`config.mk`:
```
export PLATFORM = sky130hd
export DESIGN_NAME = seg_display_arbiter_flat
export DESIGN_NICKNAME = d
export VERILOG_FILES = /design/src/rtl/seg_display_arbiter_if.sv /design/src/rtl/seg_display_arbiter.sv /design/src/flat_wrapper.sv
export SDC_FILE = /design/constraint.sdc
export NUM_CORES = 1
export LEC_CHECK = 0
export CORE_ASPECT_RATIO = 0.6
export CORE_MARGIN = 4
export CORE_UTILIZATION = 46
export CTS_CLUSTER_SIZE = 10
export DETAILED_ROUTE_END_ITERATION = 6
export GPL_ROUTABILITY_DRIVEN = 0
export PLACE_DENSITY = 0.84
export REMOVE_ABC_BUFFERS = 1
export SETUP_SLACK_MARGIN = 0.05
export SLEW_MARGIN = 20
export SYNTH_ARGS = -nofsm -noshare
export SYNTH_HDL_FRONTEND = slang
export SYNTH_SLANG_ARGS = --single-unit
```
`constraint.sdc`:
```
create_clock -name clk -period 2.8 [get_ports clk]
set_clock_uncertainty 0.2 [all_clocks]
set_input_delay 0.56 -clock clk [delete_from_list [all_inputs] [get_ports clk]]
set_output_delay 0.56 -clock clk [all_outputs]
set_load 0.01 [all_outputs]
```
`src/rtl/seg_display_arbiter_if.sv`:
```
// Bus between the display requesters and the display arbiter: per-requester
// req/value/mode inputs and the granted, registered display outputs.
interface seg_display_arbiter_if #(
    parameter int unsigned N_REQ = 4
);
    logic [N_REQ-1:0]    req;
    logic [16*N_REQ-1:0] val;
    logic [N_REQ-1:0]    hex_bcd;
    logic [N_REQ-1:0]    gnt;
    logic [15:0]         disp_val;
    logic                disp_hex;
    logic                busy;
    logic                ovf;

    modport master (
        output req, val, hex_bcd,
        input  gnt, disp_val, disp_hex, busy, ovf
    );

    modport slave (
        input  req, val, hex_bcd,
        output gnt, disp_val, disp_hex, busy, ovf
    );
endinterface

```
`src/rtl/seg_display_arbiter.sv`:
```
// Round-robin arbiter with minimum dwell sharing one 4-digit 7-seg driver.
// Optional DISP_ARB_BCD_SAT_EN: clamp decimal values above 9999 to 9999.
module seg_display_arbiter #(
    parameter int unsigned N_REQ       = 4,
    parameter int unsigned HOLD_CYCLES = 100000
) (
    input  logic                  clk,
    input  logic                  rst_n,
    seg_display_arbiter_if.slave  bus
);
    localparam int unsigned IW = (N_REQ > 1) ? $clog2(N_REQ) : 1;
    localparam int unsigned CW = (HOLD_CYCLES > 1) ? $clog2(HOLD_CYCLES) : 1;
    localparam logic [CW-1:0]    CNT_LOAD = CW'(HOLD_CYCLES - 1);
    localparam logic [15:0]      BCD_MAX  = 16'd9999;
    localparam logic [N_REQ-1:0] ONE_HOT0 = N_REQ'(1);

    typedef enum logic [1:0] {
        ST_IDLE  = 2'd0,
        ST_DWELL = 2'd1,
        ST_OPEN  = 2'd2
    } state_e;

    state_e           state_q, state_d;
    logic [N_REQ-1:0] gnt_q, gnt_d;
    logic [IW-1:0]    last_q, last_d;
    logic [CW-1:0]    cnt_q, cnt_d;
    logic [15:0]      disp_val_q, disp_val_d;
    logic             disp_hex_q, disp_hex_d;
    logic             busy_q, busy_d;
    logic             ovf_q, ovf_d;

    logic             oth_vld;
    logic [IW-1:0]    oth_idx;
    logic             any_vld;
    logic [IW-1:0]    any_idx;
    logic [15:0]      src_val;
    logic             src_hex;
    logic             src_ovf;
    logic [15:0]      src_disp;
    logic             do_grant;
    logic             do_release;
    logic [IW-1:0]    grant_idx;

    function automatic logic [IW-1:0] wrap_idx(input logic [IW-1:0] base,
                                               input int unsigned   off);
        int unsigned sum;
        sum = 32'(base) + off;
        return IW'(sum % N_REQ);
    endfunction

    // Next pending requester after last_q, never last_q itself; searched
    // from the far end so the nearest rotation slot wins.
    always_comb begin
        oth_vld = 1'b0;
        oth_idx = '0;
        for (int unsigned off = N_REQ - 1; off >= 1; off--) begin
            if (bus.req[wrap_idx(last_q, off)]) begin
                oth_vld = 1'b1;
                oth_idx = wrap_idx(last_q, off);
            end
        end
        any_vld = oth_vld | bus.req[last_q];
        any_idx = oth_vld ? oth_idx : last_q;
    end

    // Granted source value/mode; last_q is the holder whenever gnt_q != 0.
    always_comb begin
        src_val = '0;
        src_hex = 1'b1;
        for (int unsigned i = 0; i < N_REQ; i++) begin
            if (last_q == IW'(i)) begin
                src_val = bus.val[16*i +: 16];
                src_hex = bus.hex_bcd[i];
            end
        end
        src_ovf = !src_hex && (src_val > BCD_MAX);
`ifdef DISP_ARB_BCD_SAT_EN
        src_disp = src_ovf ? BCD_MAX : src_val;
`else
        src_disp = src_val;
`endif
    end

    // Next-state and registered-output logic.
    always_comb begin
        state_d    = state_q;
        gnt_d      = gnt_q;
        last_d     = last_q;
        cnt_d      = cnt_q;
        disp_val_d = disp_val_q;
        disp_hex_d = disp_hex_q;
        busy_d     = busy_q;
        ovf_d      = ovf_q;
        do_grant   = 1'b0;
        do_release = 1'b0;
        grant_idx  = last_q;

        if (gnt_q != '0) begin
            disp_val_d = src_disp;
            disp_hex_d = src_hex;
            ovf_d      = src_ovf;
        end

        case (state_q)
            ST_IDLE: begin
                if (any_vld) begin
                    do_grant  = 1'b1;
                    grant_idx = any_idx;
                end
            end
            ST_DWELL: begin
                if (!bus.req[last_q]) begin
                    if (oth_vld) begin
                        do_grant  = 1'b1;
                        grant_idx = oth_idx;
                    end else begin
                        do_release = 1'b1;
                    end
                end else if (cnt_q == '0) begin
                    state_d = ST_OPEN;
                end else begin
                    cnt_d = cnt_q - CW'(1);
                end
            end
            ST_OPEN: begin
                if (oth_vld) begin
                    do_grant  = 1'b1;
                    grant_idx = oth_idx;
                end else if (!bus.req[last_q]) begin
                    do_release = 1'b1;
                end
            end
            default: begin
                do_release = 1'b1;
            end
        endcase

        if (do_grant) begin
            state_d = ST_DWELL;
            gnt_d   = ONE_HOT0 << grant_idx;
            last_d  = grant_idx;
            cnt_d   = CNT_LOAD;
            busy_d  = 1'b1;
        end else if (do_release) begin
            state_d = ST_IDLE;
            gnt_d   = '0;
            busy_d  = 1'b0;
        end
    end

    always_ff @(posedge clk or negedge rst_n) begin
        if (!rst_n) begin
            state_q    <= ST_IDLE;
            gnt_q      <= '0;
            last_q     <= IW'(N_REQ - 1);
            cnt_q      <= '0;
            disp_val_q <= '0;
            disp_hex_q <= 1'b1;
            busy_q     <= 1'b0;
            ovf_q      <= 1'b0;
        end else begin
            state_q    <= state_d;
            gnt_q      <= gnt_d;
            last_q     <= last_d;
            cnt_q      <= cnt_d;
            disp_val_q <= disp_val_d;
            disp_hex_q <= disp_hex_d;
            busy_q     <= busy_d;
            ovf_q      <= ovf_d;
        end
    end

    assign bus.gnt      = gnt_q;
    assign bus.disp_val = disp_val_q;
    assign bus.disp_hex = disp_hex_q;
    assign bus.busy     = busy_q;
    assign bus.ovf      = ovf_q;
endmodule
```
`src/flat_wrapper.sv`:
```
// flat-port wrapper written by rule: the top's interface ports become plain ports
module seg_display_arbiter_flat 
#(
    parameter int unsigned N_REQ       = 4,
    parameter int unsigned HOLD_CYCLES = 100000
)
  (clk, rst_n, bus_req, bus_val, bus_hex_bcd, bus_gnt, bus_disp_val, bus_disp_hex, bus_busy, bus_ovf);
  seg_display_arbiter_if #(.N_REQ(N_REQ)) bus_i ();
  input  logic clk;
  input  logic rst_n;
  input wire logic [$bits(bus_i.req)-1:0] bus_req;
  input wire logic [$bits(bus_i.val)-1:0] bus_val;
  input wire logic [$bits(bus_i.hex_bcd)-1:0] bus_hex_bcd;
  output wire logic [$bits(bus_i.gnt)-1:0] bus_gnt;
  output wire logic [$bits(bus_i.disp_val)-1:0] bus_disp_val;
  output wire logic [$bits(bus_i.disp_hex)-1:0] bus_disp_hex;
  output wire logic [$bits(bus_i.busy)-1:0] bus_busy;
  output wire logic [$bits(bus_i.ovf)-1:0] bus_ovf;
  assign bus_i.req = bus_req;
  assign bus_i.val = bus_val;
  assign bus_i.hex_bcd = bus_hex_bcd;
  assign bus_gnt = bus_i.gnt;
  assign bus_disp_val = bus_i.disp_val;
  assign bus_disp_hex = bus_i.disp_hex;
  assign bus_busy = bus_i.busy;
  assign bus_ovf = bus_i.ovf;
  seg_display_arbiter #(.N_REQ(N_REQ), .HOLD_CYCLES(HOLD_CYCLES)) u_core (.clk(clk), .rst_n(rst_n), .bus(bus_i));
endmodule
```
==> results.py <==
metrics = {
    "cells_and_area": {
        "drive_gt1_share_pct": 19.54,
        "layout_commonest_cell": "clkdlybuf4s50_1",
        "num-fill-cells": 446,
        "final_util_pct": 74.02,
        "instances_no_fill": 565,
        "mostFrequentLayoutCells": "clkdlybuf4s50_1 (93), nand2_1 (42), buf_4 (42)",
        "final_nets": 559,
        "area_growth_pct": 55.42,
        "antenna_cells": 0,
        "fin_area_mm2": 0.004523,
    },
    "floorplanning": {
        "die_y_um": 69.61,
        "rows": 22,
        "initial_core_util_pct": 47.62,
        "die_area_mm2": 0.007705,
        "die_w_um": 110.7,
        "ios": 97,
        "core_area_mm2": 0.006111,
    },
    "hold_path": {
        "hold_start": "u_core.bus.disp_val[11]",
        "hp-class": "reg -> reg",
    },
    "timing": {
        "worst_pin_slew_ns": 0.6366,
        "finalHoldViolations": 0,
        "rsz0062_at_grt": "yes",
        "period_minus_slack_ns": 2.746,
        "slew_viol_final": 0,
        "holdWs_ns": 0.2856,
        "fin_crit_sh_pct": 98.08,
        "setup_viol": 0,
        "max_slew_margin_pct": 57.23,
        "timing.fmax_mhz": 364.1,
    },
    "clocking": {
        "cts_tree": "done",
        "clock_latency_ns": 0.29,
        "cts_root_buffer": "clkbuf_8",
        "clkTransAtPathRegs_ns": 0.09,
        "clkSinkCount": 44,
        "cts_max_level": 2,
        "cts_buffers": 5,
        "clockBufferDepth": 2,
    },
    "power_and_ir_drop": {
        "p_leak_nw": 1.840,
        "ir_worst_vdd_uv": 686.0,
        "total_power_mw": 4.622,
        "power_density_mw_per_mm2": 1022,
    },
    "critical_path": {
        "critical_path.max_fanout": 10,
        "cp_top_family": "compound AO/OA/AOI/OAI gates",
        "path_buf_inv": 1,
        "start_kind": "register",
        "worstPathRequired_ns": 2.79,
        "worstSetupPathType": "reg -> reg",
        "arrival_ns": 2.73,
        "critical-path-slowest-cell": "dfstp_2",
        "slowest_delay_ns": 0.67,
        "crit_path_start": "u_core.last_q[1]",
        "critPathCaptureType": "register",
        "reg2reg_from": "u_core.last_q[1]",
        "cp_cell_sequence": "clkinvlp_4 > ha_4 > nor2b_1 > a22oi_1 > o21ai_0 > o31ai_1 > o2111ai_1 > o221a_2",
    },
    "routing": {
        "wl_um": 10290,
        "detail_route.first_pass.iterations": 5,
        "drc": 0,
        "vias_per_cell": 5.988,
        "vias": 3383,
        "wire_per_inst_um": 18.22,
        "ant_nets": 0,
        "first_iter_violations": 284,
    },
    "global_route": {
        "antenna_found_initial": 0,
        "grt-ovfl-total": 0,
        "grt_pass1_wl_um": 14680,
        "grt_usage_pct": 23.08,
        "grt_pass1_vias": 2944,
        "grt_max_degree": 26,
    },
    "logic_synthesis": {
        "ys_ff_latch": 44,
        "syn_area_per_cell_um2": 8.363,
        "yosysWarnings": 0,
        "synth_cell_type_count": 60,
        "synth_edf_count": 0,
        "ys_async_sr_fraction_pct": 100.0,
        "syn_inst": 348,
        "synth-main-ff-cell": "dfrtp_1",
        "syn_area_mm2": 0.002910,
        "yosysSeqAreaShare_pct": 37.96,
    },
    "place": {
        "dpl_cell_area_mm2": 0.004165,
        "post-dp-hpwl_um": 7086,
        "numPlacedInstances": 546,
        "portBuffers": 96,
    },
    "outcome": {
        "status": "finished, final reports clean",
    },
    "flow_run": {
        "cap_violations": 0,
    },
}
==> logic make-up after synthesis <==
logic type               synth area share [%]
XOR/XNOR                                1.204
flip-flops                              37.96
adder cells (fa/ha/maj)                 2.150
AND/OR/NAND/NOR                         25.37
buffers and inverters                   4.901
multiplexers                            3.267
AO/OA/AOI/OAI                           25.15
==> registers in the layout (all words and copies together) (netlist names) <==
name and flops:
u_core.bus.ovf 1, u_core.state_q 2, u_core.bus.gnt 4, u_core.bus.disp_val 16, u_core.bus.disp_hex 1, u_core.cnt_q 17
u_core.bus.busy 1, u_core.last_q 2
==> cell type report <==
cell class	instances	area [um^2]	share of cell area, %
Clock buffer	6	72.57	1.604
Timing Repair Buffer	144	1336	29.54
Sequential cell	44	1105	24.43
Clock inverter	2	35.03	0.7746
Inverter	14	56.30	1.245
Tap cell	84	105.1	2.324
Multi-Input combinational cell	271	1813	40.08
==> worst paths after layout <==
| kind | endpoint | slack, ns | cells past startpoint |
|---|---|---|---|
| setup / recovery | u_core.bus.ovf | 0.05 | 8 |
| hold / removal | u_core.bus.disp_val[11] | 0.29 | 2 |
| setup reg to reg | u_core.bus.ovf | 0.05 | 8 |
| hold reg to reg | u_core.bus.disp_val[11] | 0.29 | 2 |
| max in group asynchronous | u_core.last_q[0] | 1.39 | 3 |
| min in group asynchronous | u_core.bus.disp_val[1] | 0.45 | 2 |
==> layer usage <==
| metal | vias up | part of all wire, % | GRT usage [%] |
|---|---|---|---|
| met5 | - | 0 | 0 |
| met3 | 22 | 7.0 | 5.318 |
| li1 | 1549 | - | - |
| met2 | 169 | 47 | 35.75 |
| met4 | 0 | 1.5 | 3.552 |
| met1 | 1643 | 45 | 33.62 |
==> synth_stat cells, types with 2 or more instances <==
cell | number | area [um^2]
mux2_2 | 2 | 22.52
nand3_1 | 10 | 50.05
buf_2 | 3 | 15.01
nor4_1 | 5 | 31.28
nand2_1 | 42 | 157.7
o31ai_1 | 8 | 60.06
or3_1 | 10 | 62.56
clkbuf_1 | 11 | 41.29
a22oi_1 | 6 | 45.04
nor3b_1 | 2 | 15.01
o22ai_1 | 7 | 43.79
nand3b_1 | 7 | 52.55
o21ai_1 | 2 | 10.01
a32oi_1 | 2 | 17.52
xnor2_1 | 2 | 17.52
mux2i_1 | 5 | 50.05
nor3_1 | 11 | 55.05
ha_1 | 5 | 62.56
o211ai_1 | 2 | 15.01
or4_1 | 2 | 15.01
o21ai_0 | 24 | 120.1
nand2b_1 | 3 | 18.77
and2_1 | 5 | 31.28
nor2_1 | 21 | 78.83
buf_6 | 2 | 22.52
a211o_1 | 3 | 26.28
buf_1 | 3 | 11.26
a32o_1 | 2 | 20.02
dfrtp_1 | 41 | 1026
xor2_1 | 2 | 17.52
inv_1 | 13 | 48.80
and3b_1 | 4 | 35.03
a21o_1 | 2 | 15.01
a21oi_1 | 38 | 190.2
dfstp_2 | 3 | 78.83
o21a_1 | 2 | 15.01
a221oi_1 | 5 | 43.79
o221ai_1 | 2 | 17.52
nor2b_1 | 8 | 50.05
==> worst reg2reg max path: cells and delay by family, from the launching register on <==
kind	cells	cell delay, ns
adders and majority gates	1	0.25
buffers and inverters	1	0.23
and+or+nand+nor	1	0.17
AOI/OAI and AO/OA	5	1.13
DFF	1	0.67
==> power breakdown <==
part	switching [mW]	internal [mW]	leakage, nW
Combinational	1.64	1.48	1.27
Sequential	0.167	0.855	0.516
Clock	0.220	0.265	0.0552
Total	2.02	2.60	1.84
==> repair_timing <==
action                                  4_1_cts  5_1_grt
endpoints found under the hold margin         7        0
pin swaps                                     1        9
setup buffers                                 0       10
gates resized for setup                       3       33
endpoints found under the setup margin        1       13
hold buffers                                  1        0
==> per-stage QoR <==
step / TNS [ns] / setup slack, ns
2_1_floorplan: -0.01612 / -0.01612
3_3_place_gp: -1.184 / -0.1277
3_5_place_dp: -2.530 / -0.2556
4_1_cts: 0 / 0.06101
5_1_grt: -0.04986 / -0.04986
6_report: 0 / 0.05381
(Power assumes the default switching activity.)
